**src/rtl/kv_cache_append_wr.sv**
```systemverilog
// kv_cache_append_wr
//   Scatters the new token's per-head K/V pixels into the KV cache laid out as
//   [head][ch_blk][token], one AXI4 single-beat write per pixel. It pulses done
//   once every write has been B-responded, so a reader sees a consistent cache.
//
//   Beat (h,c) lands at base + h*head_strd + c*surf_strd + token*PIX_BYTES.
//   The address is built with adders only: row_addr steps by surf_strd per beat
//   and head_addr steps by head_strd when c wraps.
//
//   AXI fixed fields are constants for the wrapper to tie: awlen=0,
//   awsize=log2(DATA_W/8), awburst=INCR, wstrb all-ones, wlast=1.
//
// Optional build macro: KV_APPEND_BRESP_CHK_EN
//   defined   : a counted B with bresp!=OKAY sets err_o. err_o stays set until
//               the next accepted start or reset; the transfer still completes.
//   undefined : err_o is 0 and m_bresp_i is ignored.
//
// Ports
//   clk_i, rst_n_i          clock, async active-low reset
//   start_i, cfg_*_i        job start pulse and config (latched in IDLE only)
//   s_valid_i/s_ready_o/s_data_i   pixel stream, ch_blk fastest then head
//   m_aw*_o/m_awready_i     AXI write address channel
//   m_w*_o/m_wready_i       AXI write data channel
//   m_b*_i/m_bready_o       AXI write response channel
//   busy_o, done_o, err_o   status
module kv_cache_append_wr #(
  parameter int DATA_W    = 256,
  parameter int ADDR_W    = 32,
  parameter int CNT_W     = 16,
  parameter int MAX_OUTST = 8
) (
  input  logic              clk_i,
  input  logic              rst_n_i,
  input  logic              start_i,
  input  logic [ADDR_W-1:0] cfg_base_i,
  input  logic [ADDR_W-1:0] cfg_head_strd_i,
  input  logic [ADDR_W-1:0] cfg_surf_strd_i,
  input  logic [CNT_W-1:0]  cfg_token_i,
  input  logic [CNT_W-1:0]  cfg_heads_i,
  input  logic [CNT_W-1:0]  cfg_ch_blks_i,
  input  logic              s_valid_i,
  output logic              s_ready_o,
  input  logic [DATA_W-1:0] s_data_i,
  output logic [ADDR_W-1:0] m_awaddr_o,
  output logic              m_awvalid_o,
  input  logic              m_awready_i,
  output logic [DATA_W-1:0] m_wdata_o,
  output logic              m_wvalid_o,
  input  logic              m_wready_i,
  input  logic [1:0]        m_bresp_i,
  input  logic              m_bvalid_i,
  output logic              m_bready_o,
  output logic              busy_o,
  output logic              done_o,
  output logic              err_o
);

  localparam int PIX_SH = $clog2(DATA_W / 8);
  localparam int OW     = $clog2(MAX_OUTST) + 1;

  typedef enum logic [1:0] {IDLE, RUN, DRAIN, DONE} state_e;

  state_e            state_q, state_d;
  logic [ADDR_W-1:0] head_strd_q, head_strd_d;
  logic [ADDR_W-1:0] surf_strd_q, surf_strd_d;
  logic [CNT_W-1:0]  heads_q, heads_d;
  logic [CNT_W-1:0]  ch_blks_q, ch_blks_d;
  logic [CNT_W-1:0]  h_q, h_d;
  logic [CNT_W-1:0]  c_q, c_d;
  logic [ADDR_W-1:0] head_addr_q, head_addr_d;
  logic [ADDR_W-1:0] row_addr_q, row_addr_d;
  logic [ADDR_W-1:0] awaddr_q, awaddr_d;
  logic [DATA_W-1:0] wdata_q, wdata_d;
  logic              awvalid_q, awvalid_d;
  logic              wvalid_q, wvalid_d;
  logic [OW-1:0]     outst_q, outst_d;
  logic              err_q, err_d;
  logic              bready_q;

  logic              accept;
  logic              b_fire;
  logic [ADDR_W-1:0] tok_off;
  logic [ADDR_W-1:0] next_head;

  assign tok_off   = ADDR_W'(cfg_token_i) << PIX_SH;
  assign next_head = head_addr_q + head_strd_q;

  // One beat in flight per channel: a new pixel waits until both AW and W
  // of the previous one have completed.
  assign s_ready_o = (state_q == RUN) & ~awvalid_q & ~wvalid_q &
                     (outst_q < OW'(MAX_OUTST));
  assign accept    = s_valid_i & s_ready_o;
  // Stray responses with nothing outstanding are dropped.
  assign b_fire    = m_bvalid_i & bready_q & (outst_q != '0);

  always_comb begin
    state_d     = state_q;
    head_strd_d = head_strd_q;
    surf_strd_d = surf_strd_q;
    heads_d     = heads_q;
    ch_blks_d   = ch_blks_q;
    h_d         = h_q;
    c_d         = c_q;
    head_addr_d = head_addr_q;
    row_addr_d  = row_addr_q;
    awaddr_d    = awaddr_q;
    wdata_d     = wdata_q;
    awvalid_d   = awvalid_q;
    wvalid_d    = wvalid_q;
    outst_d     = outst_q;
    err_d       = err_q;

    if (awvalid_q && m_awready_i) awvalid_d = 1'b0;
    if (wvalid_q && m_wready_i)   wvalid_d  = 1'b0;

    case (state_q)
      IDLE: begin
        if (start_i) begin
          head_strd_d = cfg_head_strd_i;
          surf_strd_d = cfg_surf_strd_i;
          heads_d     = cfg_heads_i;
          ch_blks_d   = cfg_ch_blks_i;
          h_d         = '0;
          c_d         = '0;
          head_addr_d = cfg_base_i + tok_off;
          row_addr_d  = cfg_base_i + tok_off;
          err_d       = 1'b0;
          state_d     = (cfg_heads_i == '0 || cfg_ch_blks_i == '0) ? DONE : RUN;
        end
      end
      RUN: begin
        if (accept) begin
          awaddr_d  = row_addr_q;
          wdata_d   = s_data_i;
          awvalid_d = 1'b1;
          wvalid_d  = 1'b1;
          if (c_q == ch_blks_q - 1'b1) begin
            c_d         = '0;
            h_d         = h_q + 1'b1;
            head_addr_d = next_head;
            row_addr_d  = next_head;
            if (h_q == heads_q - 1'b1) state_d = DRAIN;
          end else begin
            c_d        = c_q + 1'b1;
            row_addr_d = row_addr_q + surf_strd_q;
          end
        end
      end
      DRAIN: begin
        if (outst_q == '0 && !awvalid_q && !wvalid_q) state_d = DONE;
      end
      DONE:    state_d = IDLE;
      default: state_d = IDLE;
    endcase

    case ({accept, b_fire})
      2'b10:   outst_d = outst_q + 1'b1;
      2'b01:   outst_d = outst_q - 1'b1;
      default: outst_d = outst_q;
    endcase

`ifdef KV_APPEND_BRESP_CHK_EN
    if (b_fire && m_bresp_i != 2'b00) err_d = 1'b1;
`endif
  end

`ifndef KV_APPEND_BRESP_CHK_EN
  logic unused_bresp;
  assign unused_bresp = ^m_bresp_i;
`endif

  always_ff @(posedge clk_i or negedge rst_n_i) begin
    if (!rst_n_i) begin
      state_q     <= IDLE;
      head_strd_q <= '0;
      surf_strd_q <= '0;
      heads_q     <= '0;
      ch_blks_q   <= '0;
      h_q         <= '0;
      c_q         <= '0;
      head_addr_q <= '0;
      row_addr_q  <= '0;
      awaddr_q    <= '0;
      wdata_q     <= '0;
      awvalid_q   <= 1'b0;
      wvalid_q    <= 1'b0;
      outst_q     <= '0;
      err_q       <= 1'b0;
      bready_q    <= 1'b0;
    end else begin
      state_q     <= state_d;
      head_strd_q <= head_strd_d;
      surf_strd_q <= surf_strd_d;
      heads_q     <= heads_d;
      ch_blks_q   <= ch_blks_d;
      h_q         <= h_d;
      c_q         <= c_d;
      head_addr_q <= head_addr_d;
      row_addr_q  <= row_addr_d;
      awaddr_q    <= awaddr_d;
      wdata_q     <= wdata_d;
      awvalid_q   <= awvalid_d;
      wvalid_q    <= wvalid_d;
      outst_q     <= outst_d;
      err_q       <= err_d;
      bready_q    <= 1'b1;
    end
  end

  assign m_awaddr_o  = awaddr_q;
  assign m_awvalid_o = awvalid_q;
  assign m_wdata_o   = wdata_q;
  assign m_wvalid_o  = wvalid_q;
  assign m_bready_o  = bready_q;
  // busy covers the done cycle; both drop together on the return to IDLE.
  assign busy_o      = (state_q != IDLE);
  assign done_o      = (state_q == DONE);
  assign err_o       = err_q;

endmodule
```
**config.mk**
```make
export PLATFORM = sky130hd
export DESIGN_NAME = kv_cache_append_wr
export DESIGN_NICKNAME = d
export VERILOG_FILES = /design/src/rtl/kv_cache_append_wr.sv
export SDC_FILE = /design/constraint.sdc
export NUM_CORES = 1
export LEC_CHECK = 0
export CAP_MARGIN = 10
export CORE_ASPECT_RATIO = 0.5
export CORE_MARGIN = 8
export CORE_UTILIZATION = 43
export CTS_BUF_LIST = sky130_fd_sc_hd__clkbuf_2 sky130_fd_sc_hd__clkbuf_4 sky130_fd_sc_hd__clkbuf_8
export CTS_CLUSTER_DIAMETER = 30
export DETAILED_ROUTE_END_ITERATION = 8
export PLACE_DENSITY = 0.82
export SYNTH_ARGS = -nofsm -noshare
export SYNTH_HDL_FRONTEND = slang
export SYNTH_SLANG_ARGS = --single-unit
```
**constraint.sdc**
```tcl
create_clock -name clk_i -period 7.5 [get_ports clk_i]
set_clock_uncertainty 0.15 [all_clocks]
set_input_delay 2.25 -clock clk_i [delete_from_list [all_inputs] [get_ports clk_i]]
set_output_delay 2.25 -clock clk_i [all_outputs]
set_load 0.1 [all_outputs]
```
After elaboration in Yosys (flattened, before gate mapping)
Cells that the tools add are included.
- bitwise gates (word level): 8
- $lt $le $gt $ge: 1
- muxes and demuxes: 28
- add/sub/neg operators: 9
- eq/ne operators: 12
- reductions and logical operators: 20
- operators by type and width (cell ; count):
    $mux W32 ; 5
    $pmux W32 S2 ; 2
    $mux W16 ; 5
    $add A32 B32 Y32 ; 2
    $pmux W16 S2 ; 2
    $add A16 B1 Y16 const B ; 2
    $add A32 B21 Y32 ; 1
    $eq A16 B16 Y1 ; 2
    $logic_not A16 Y1 ; 2
    $sub A16 B1 Y16 const B ; 2
    $mux W2 ; 6
    $pmux W2 S4 ; 1
    $pmux W4 S2 ; 1
    $and A1 B1 Y1 ; 6
    $eq A2 B2 Y1 const B ; 3
    $mux W1 ; 6
    $ne A2 B2 Y1 const B ; 3
    $reduce_bool A2 Y1 ; 3
    $reduce_and A5 Y1 ; 1
    $add A4 B1 Y4 const B ; 1
    $eq A2 B1 Y1 const B ; 2
    $logic_and A1 B1 Y1 ; 4
    $logic_not A4 Y1 ; 1
    $lt A4 B4 Y1 const B ; 1
    other kinds (10) ; 14
- flip-flop bits (word level): 489
- output and inout bits: 295
- word-level logic and storage cells: 93
- bits of input ports: 409

Longest topological paths before layout
Gate-level depths: netlist (run 1).
- word-level depth: 7
- mapped depth: 14
- depth with buffers taken out: 13

Least setup slack after synthesis (run 1)
No wires, ideal clock.
- path type: flip-flop to flip-flop
- start point: register awvalid_q (netlist: m_awvalid_o)
- end point: register outst_q[3]
- arrival: 6.297 ns
- library setup time: 0.125 ns
- stages on the path, launching flop included: 12
- setup slack: 0.927 ns
- path buffers: 2
- required time: 7.225 ns
- clock period less this slack: 6.573 ns
- path through: dfrtp_1 nor4b_1 nand2_1 clkbuf_1 clkbuf_1 ha_1 ha_1 a21o_1 a21oi_1 xnor2_1 nor2_1 xor2_1
- cells in the longest elaborated chain, start to end: 7
- elaborated cells on any way between the ends: 9
- classes of those cells: eq/ne (2); mux (1); bitwise (5); reduce/logical (1)
- ends and longest elaborated chain (what ; line ; source):
    from (decl) ; 74 ; logic awvalid_q, awvalid_d;
    from (signal assigned) ; 202 ; awvalid_q <= awvalid_d;
    $not A1 Y1 * ; 90 ; assign s_ready_o = (state_q == RUN) & ~awvalid_q & ~wvalid_q &
    $and A1 B1 Y1 * (3 in a row) ; 90 ;
    net s_ready_o ; 42 ; output logic s_ready_o,
    $and A1 B1 Y1 * ; 92 ; assign accept = s_valid_i & s_ready_o;
    $eq A2 B1 Y1 / $eq A2 B2 Y1 (equally long branches) ; 156 ; case ({accept, b_fire})
    $pmux W4 S2 / $reduce_bool A2 Y1 (equally long branches) ; n/a ;
    to (signal assigned) ; 204 ; outst_q <= outst_d;
    to (decl) ; 76 ; logic [OW-1:0] outst_q, outst_d;
The timed path passes the listed nets; every way through them passes the cells marked *.
A chain may end at the register's enable or synchronous reset.

Worst setup path after layout (run 1)
- start point: register state_q[1]
- end point: output port s_ready_o
- cells in the longest elaborated chain, start to end: 4
- ends and longest elaborated chain (what ; line ; source):
    from (decl) ; 63 ; state_e state_q, state_d;
    from (signal assigned) ; 191 ; state_q <= state_d;
    $eq A2 B1 Y1 ; 90 ;
    $and A1 B1 Y1 (3 in a row) ; 90 ;
    to (decl) ; 42 ;
Every way passes these cells.

==> summary.txt, run 1 <==
STA
  – Count of pins over their slew limit: 0
  – Final setup vio count: 0
  – Final Cycle Share: 0.768
  – Slew HR: 0.204
  – Min Clock Period, post-route: 5760 ps
  – Final Hold Fails: 0
  – Setup TNS: 0 ps
  – Worst hold margin: 333 ps
  – RSZ-0062 raised after global routing: no
  – Worst-margin pin slew: 1190 ps
  – Fmax: 174 MHz

Critical path
  – Worst stage delay on the critical path: 1300 ps
  – Reg-to-Reg End: h_q[6]
  – WP data arrival: 3360 ps
  – Slowest-stage cell, CP: clkdlybuf4s50_1
  – R2R Path Start: state_q[1]
  – Critical path, cell by cell: inv_1, ha_2, nor4b_1, clkdlybuf4s50_1
  – Setup crit end kind: output pin
  – R2R setup slack: 3100 ps
  – Crit path required time: 5100 ps
  – Crit path max fanout: 4
  – Critical path type: flop to output pin
  – Path depth of the worst reg2reg path: 10
  – CP startpoint kind: flop

Min path
  – Hold Path Class: flop to flop
  – WHS Path Cells: 2
  – Min-delay src: head_addr_q[8]
  – Worst Hold End: head_addr_q[8]

Logic synthesis
  – Ys flop type: dfrtp_1
  – EDFF count, synth: 0
  – Yosys warns: 0
  – Simple-gate area share of the yosys netlist: 0.0968
  – Mapped Avg Cell Area: 11.5 sq um
  – Synth Area in Compound Gates: 0.107
  – Netlist cell types: 84
  – Asr flop ratio synth: 1.00
  – Sequential area share after synthesis: 0.496
  – Post-Syn Instances: 2143
  – Mux contribution to synthesized area: 0.186
  – XOR/XNOR share of the synthesized area: 0.0433
  – Net Count, Synth: 2645
  – Largest family of logic cells by synthesized area: multiplexers
  – Cell area after synthesis: 24700 sq um
  – #FFs+latches synth: 489
  – Synth Area in Adders: 0.0484

Floorplanning
  – Die width: 355 um
  – Die area: 65700 sq um
  – Std cell rows: 62
  – Initial Util: 0.433
  – Num ports: 704
  – Core area: 57000 sq um
  – Chip Height: 185 um

Cells and area
  – Most frequent cells in the layout: clkdlybuf4s50_1, dfrtp_1, mux2_2, nand2_1, nor2_1
  – Synth-to-layout area growth: 39.8%
  – Final Util: 0.605
  – Layout cells sized above 1: 0.208
  – Fillers: 4613
  – Nets: 3357
  – Commonest non-fill, non-tap cell in the layout: clkdlybuf4s50_1

Clock network
  – Post-CTS Repair Setup Buffers: 0
  – CTS tree: done
  – Cts bufs inserted: 87
  – Sink Count: 489
  – Max clock buf depth: 3
  – CTS clk-pin slew, worst paths: 60 ps
  – Clock root buffer: clkbuf_8
  – Hold buffers post-CTS: 0
  – Number of gates resized after cts: 0
  – Clk_lat worst skew: 670 ps
  – Number of H-tree levels: 3

Drt
  – Vias per cell: 5.41
  – Pre-antenna DRT Iters: 5
  – Post-Route WL: 89900 um
  – Post-DR wirelength/cell: 24.2 um
  – Final ANT Viol Nets: 0
  – Iteration-0 DRC Markers: 1440
  – Vias post-DR: 20100
  – DRC viols: 0

Flow run
  – MaxCap Viol Count: 0

Placement
  – RePlAce Congestion: 0.929
  – Post-DP HPWL: 70700 um
  – I/O Buffers: 700

GRT
  – Pin count of the biggest net entering global routing: 143
  – First-pass GRT wire length: 131000 um
  – Total GRT Usage: 0.263
  – Total gr overflow: 0
  – Initial antenna violation count: 41
  – Vias in the first global route: 20500

Status
  – Status: finished clean
how the worst max path moves through the flow:
| stage | from | cells after the start | to |
|---|---|---|---|
| final | state_q[1] | 4 | s_ready_o |
| after global routing | state_q[1] | 4 | s_ready_o |
| after floorplan | m_awvalid_o | 11 | outst_q[3] |
| after global placement | cfg_base_i[5] | 14 | row_addr_q[25] |
| after CTS | state_q[1] | 4 | s_ready_o |
| after detailed placement | cfg_base_i[5] | 14 | row_addr_q[25] |
worst max-delay path: cells and delay by family, from the launching register on:
family | cells | cell delay [ps]
buf+inv | 2 | 1420
fa+ha+maj | 1 | 220
flops | 1 | 410
simple gates | 1 | 660
synth_stat cells, drive strengths merged, types with 15 or more instances:
cell,number,area (sq um)
a21oi,91,455
xnor2,66,578
nand3,38,190
nand2b,16,100
nor3,32,199
nor4,15,115
o21a,16,123
nand4,17,106
nand2,133,499
xor2,56,490
nor2,128,485
buf,20,113
ha,89,1110
a211oi,30,230
nor2b,24,150
a21o,33,248
a31oi,16,100
dfrtp,489,12200
o21ai,135,676
and3,18,113
mux2,391,4400
or3,22,138
mux2i,18,180
clkbuf,70,263
inv,42,158
per-layer routing:
metal	GRT usage	part of all wire	up-vias
li1	-	-	9202
met1	0.304	0.38	10000
met2	0.453	0.51	649
met3	0.0911	0.074	176
met4	0.0952	0.034	18
met5	0	0.0013	-
state kept, by name, summed over array words and instances, names as in the netlist:
signal	flops
outst_q	4
h_q	16
surf_strd_q	32
m_awvalid_o	1
m_wvalid_o	1
heads_q	16
row_addr_q	32
m_awaddr_o	32
state_q	2
head_addr_q	32
c_q	16
ch_blks_q	16
head_strd_q	32
m_bready_o	1
m_wdata_o	256
through the flow:
step	instances	setup slack (ps)	instance area (sq um)
floorplan	2143	927	24700
global placement	3533	1240	32400
detailed placement	3533	1130	32400
CTS	3689	1720	34400
global route	3698	1670	34400
finish	3711	1740	34500
cells by family (layout without fill, tap and decap cells):
logic type	after synthesis	count (layout)
adder cells (fa/ha/maj)	93	93
flip-flops	489	489
multiplexers	409	409
AO/OA/AOI/OAI	416	416
buffers and inverters	133	912
XOR/XNOR	122	122
AND/OR/NAND/NOR	479	479
other	2	23
layout make-up:
| cell class | instances | area [sq um] | area share |
|---|---|---|---|
| Antenna cell | 21 | 52.6 | 0.00152 |
| Clock buffer | 120 | 1510 | 0.0437 |
| Clock inverter | 36 | 518 | 0.0150 |
| Inverter | 43 | 161 | 0.00468 |
| Multi-Input combinational cell | 1521 | 11900 | 0.345 |
| Sequential cell | 489 | 12200 | 0.355 |
| Tap cell | 768 | 961 | 0.0279 |
| Timing Repair Buffer | 713 | 7130 | 0.207 |
Power of run 1 is left out: the tool's default activity adds up to more than one toggle a clock period on the data nets, which glitch-free logic cannot reach.
==> inputs of run 2 (changes only) <==
--- a/config.mk
+++ b/config.mk
@@ -12,7 +12,7 @@
 export CTS_BUF_LIST = sky130_fd_sc_hd__clkbuf_2 sky130_fd_sc_hd__clkbuf_4 sky130_fd_sc_hd__clkbuf_8
 export CTS_CLUSTER_DIAMETER = 30
 export DETAILED_ROUTE_END_ITERATION = 8
-export PLACE_DENSITY = 0.82
+export PLACE_DENSITY = 0.85
 export SYNTH_ARGS = -nofsm -noshare
 export SYNTH_HDL_FRONTEND = slang
 export SYNTH_SLANG_ARGS = --single-unit
==> constraint.sdc (replaced) <==
create_clock -name clk_i -period 5.2 [get_ports clk_i]
set_clock_uncertainty 0.15 [all_clocks]
set_input_delay 1.56 -clock clk_i [delete_from_list [all_inputs] [get_ports clk_i]]
set_output_delay 1.56 -clock clk_i [all_outputs]
set_load 0.1 [all_outputs]
==> summary.txt, run 2 (synthesized netlist as in run 1, its figures left out) <==
Drt
  – Pre-antenna DRT Iters: 5
  – Vias per cell: 5.49
  – DRC viols: 0
  – Post-Route WL: 92600 um
  – Routed wire length on met2: 47400 um
  – Post-DR wirelength/cell: 24.9 um
  – DR top layer: met5
  – Vias post-DR: 20400
  – Iteration-0 DRC Markers: 1552
  – Final ANT Viol Nets: 0
  – M1 WL: 35700 um
  – DR WL met3: 6790 um

Cells and area
  – Commonest non-fill, non-tap cell in the layout: clkdlybuf4s50_1
  – Nets: 3374
  – Fillers: 4542
  – Layout cells sized above 1: 0.208
  – Most frequent cells in the layout: clkdlybuf4s50_1, dfrtp_1, mux2_2, nand2_1, nor2_1
  – Synth-to-layout area growth: 40.4%
  – Max reg flops: 256

STA
  – Final setup vio count: 0
  – Final Cycle Share: 0.880
  – Setup TNS: 0 ps
  – Worst hold margin: 337 ps
  – Fmax: 219 MHz
  – Slew HR: 0.120
  – RSZ-0062 raised after global routing: no
  – Count of pins over their slew limit: 0
  – Worst-margin pin slew: 1320 ps
  – Final Hold Fails: 0
  – Min Clock Period, post-route: 4580 ps

Placement
  – I/O Buffers: 700
  – RePlAce Congestion: 0.997
  – Post-DP HPWL: 73100 um

GRT
  – Total gr overflow: 0
  – Vias in the first global route: 20800
  – First-pass GRT wire length: 134000 um
  – Total GRT Usage: 0.270
  – Pin count of the biggest net entering global routing: 182
  – Initial antenna violation count: 47

Flow run
  – MaxCap Viol Count: 0

Min path
  – Hold Path Class: flop to flop
  – WHS Path Cells: 1

Clock network
  – Hold buffers post-CTS: 0
  – Clock root buffer: clkbuf_8
  – Cts bufs inserted: 88
  – Max clock buf depth: 3
  – CTS clk-pin slew, worst paths: 60 ps
  – Number of gates resized after cts: 0
  – Clk_lat worst skew: 670 ps
  – Post-CTS Repair Setup Buffers: 0
  – CTS tree: done
  – Sink Count: 489
  – Number of H-tree levels: 3

Status
  – Status: finished clean

Floorplanning
  – Chip Height: 185 um
  – Initial Util: 0.433
  – Core area: 57000 sq um
  – Die area: 65700 sq um
  – Die width: 355 um
  – Num ports: 704
  – Std cell rows: 62

Critical path
  – Crit path max fanout: 5
  – Setup crit end kind: flop
  – Crit path required time: 5570 ps
  – Path depth of the worst reg2reg path: 13
  – Critical path type: primary input to flop
  – WP data arrival: 4950 ps
  – CP startpoint kind: primary input
[run 2: critical path, cell delays in order]
cell,delay (ps)
clkdlybuf4s50_1,460
ha_1,190
inv_1,70
fa_1,380
nor2b_1,190
o31ai_1,130
a31oi_1,290
o41ai_1,140
o311ai_0,440
buf_4,220
and2_1,170
nand2_1,70
xnor2_1,170
a222oi_1,350
a21oi_1,110
[run 2: worst paths after layout]
path	from	to	slack (ps)
min	head_addr_q[14]	head_addr_q[14]	340
max reg2reg	ch_blks_q[0]	head_addr_q[13]	1030
min reg2reg	head_addr_q[14]	head_addr_q[14]	340
min in group asynchronous	rst_n_i	m_wdata_o[240]	780
max	cfg_token_i[0]	row_addr_q[25]	620
max in group asynchronous	rst_n_i	m_wdata_o[57]	3040
[run 2: metrics by stage]
step	area (sq um)	worst slack [ps]	util	instances
6_report	34600	624	0.607	3721
5_1_grt	34600	457	0.607	3709
4_1_cts	34600	733	0.606	3701
3_5_place_dp	32600	24.9	0.571	3550
3_3_place_gp	32600	78.1	0.571	3550
2_1_floorplan	24700	260	-	2143
[run 2: per-layer routing]
| layer | vias up | global-route usage |
|---|---|---|
| met5 | - | 0 |
| met4 | 18 | 0.0834 |
| met3 | 186 | 0.0766 |
| met2 | 721 | 0.471 |
| met1 | 10300 | 0.324 |
| li1 | 9254 | - |
[run 2: cell type report]
class / instances / area [sq um] / share of cell area
timing repair buffer: 729 / 7290 / 0.211
multi-input combinational: 1521 / 11900 / 0.344
inverter: 43 / 161 / 0.00466
antenna: 20 / 50.0 / 0.00145
clock buffer: 117 / 1500 / 0.0434
sequential: 489 / 12200 / 0.353
clock inverter: 34 / 490 / 0.0142
tap: 768 / 961 / 0.0278
Power of run 2 is left out for the same reason.
==> inputs of run 3 (changes only) <==
--- a/config.mk
+++ b/config.mk
@@ -13,6 +13,7 @@
 export CTS_CLUSTER_DIAMETER = 30
 export DETAILED_ROUTE_END_ITERATION = 8
 export PLACE_DENSITY = 0.85
+export REMOVE_ABC_BUFFERS = 1
 export SYNTH_ARGS = -nofsm -noshare
 export SYNTH_HDL_FRONTEND = slang
 export SYNTH_SLANG_ARGS = --single-unit
==> summary.txt, run 3 (synthesized netlist as in run 1, its figures left out) <==
Cells and area
  – Fillers: 4561
  – Synth-to-layout area growth: 41.1%
  – Commonest non-fill, non-tap cell in the layout: clkdlybuf4s50_1
  – Most frequent cells in the layout: clkdlybuf4s50_1, dfrtp_1, mux2_2, nand2_1, nor2_1
  – Finished Layout Cells: 3780
  – Layout cells sized above 1: 0.209
  – Max reg flops: 256
  – Footprint of the multi-input gates: 11900 sq um
  – Nets: 3374
  – Sequential cell area: 12200 sq um

STA
  – Min Clock Period, post-route: 4570 ps
  – Final Cycle Share: 0.878
  – Slew HR: 0.196
  – Fmax: 219 MHz
  – Final setup vio count: 0
  – Count of pins over their slew limit: 0
  – RSZ-0062 raised after global routing: no
  – Final Hold Fails: 0
  – Worst-margin pin slew: 1200 ps

Critical path
  – WP data arrival: 4960 ps
  – Crit path max fanout: 5
  – Setup crit end kind: flop
  – Crit path required time: 5590 ps
  – CP startpoint kind: primary input
  – Critical path type: primary input to flop

Floorplanning
  – Die width: 355 um
  – Std cell rows: 62
  – Core area: 57000 sq um
  – Initial Util: 0.433
  – Chip Height: 185 um
  – Num ports: 704
  – Die area: 65700 sq um

GRT
  – Total GRT Usage: 0.303
  – Total gr overflow: 0
  – First-pass GRT wire length: 147000 um
  – Vias in the first global route: 21100
  – Initial antenna violation count: 101
  – Pin count of the biggest net entering global routing: 154

Clock network
  – CTS clk-pin slew, worst paths: 60 ps
  – CTS tree: done
  – Cts bufs inserted: 88
  – Clk_lat worst skew: 690 ps
  – Clock root buffer: clkbuf_8
  – Number of H-tree levels: 3
  – Post-CTS Repair Setup Buffers: 0
  – Sink Count: 489
  – Hold buffers post-CTS: 0
  – Max clock buf depth: 3
  – Number of gates resized after cts: 0

Placement
  – I/O Buffers: 700
  – Cell count after placement: 3550
  – RePlAce Congestion: 0.992
  – Post-DP HPWL: 82400 um

Status
  – Status: finished clean

Drt
  – Final ANT Viol Nets: 0
  – Vias post-DR: 21000
  – Iteration-0 DRC Markers: 1882
  – Vias per cell: 5.56
  – DRC viols: 0
  – Post-DR wirelength/cell: 27.5 um
  – Post-Route WL: 104000 um
  – Pre-antenna DRT Iters: 5

Min path
  – Hold Path Class: flop to flop

Flow run
  – MaxCap Viol Count: 0
[run 3: cell types whose count changed in the layout (fill, tap and decap cells not counted), moves of 2 or more]
cell	delta
clkdlybuf4s50_1	-2
clkinv_4	+2
diode_2	+54
clkbuf_8	+4
inv_6	-2
clkinv_2	-4
bufinv_16	-2
clkinvlp_4	+3
clkinv_8	+3
[run 3: final timing paths]
path	startpoint	end	slack, ps	depth (start not counted)
max	cfg_token_i[0]	row_addr_q[25]	630	15
min	head_addr_q[21]	head_addr_q[21]	330	2
max reg2reg	ch_blks_q[0]	row_addr_q[31]	1070	11
min reg2reg	head_addr_q[21]	head_addr_q[21]	330	2
max in group asynchronous	rst_n_i	m_wdata_o[184]	3020	2
min in group asynchronous	rst_n_i	m_wdata_o[125]	740	1
[run 3: worst max-delay path, stage by stage]
cell	delay [ps]
clkdlybuf4s50_1	460
ha_1	200
inv_1	70
fa_1	390
nor2b_1	210
o31ai_1	130
a31oi_1	260
o41ai_1	130
o311ai_0	430
buf_4	230
and2_1	150
nand2_1	70
xnor2_1	190
a222oi_1	350
a21oi_1	110
[run 3: area by class of cell]
class                           instances  share of cell area
Sequential cell                       489               0.352
Multi-Input combinational cell       1521               0.342
Antenna cell                           74             0.00532
Clock buffer                          122              0.0450
Timing Repair Buffer                  729               0.210
Tap cell                              768              0.0276
Inverter                               43             0.00464
Clock inverter                         34              0.0138
[run 3: stage by stage]
step           utilization  TNS (ps)  hold WS, ps  area (sq um)  setup WS [ps]
4_1_cts              0.607         0          333         34600            732
3_3_place_gp         0.571         0          315         32600            102
2_1_floorplan            -  -3827630          293         24300         -11070
5_1_grt              0.610         0          343         34800            426
3_5_place_dp         0.571         0          318         32600           25.5
6_report             0.610         0          331         34800            632
[run 3: metal layers]
metal,global-route usage,up-vias,wire length [um]
met5,0,-,79
met4,0.232,12,7870
met3,0.0881,315,7860
met2,0.479,899,49400
met1,0.351,10500,38700
li1,-,9326,-
Power of run 3 is left out for the same reason.
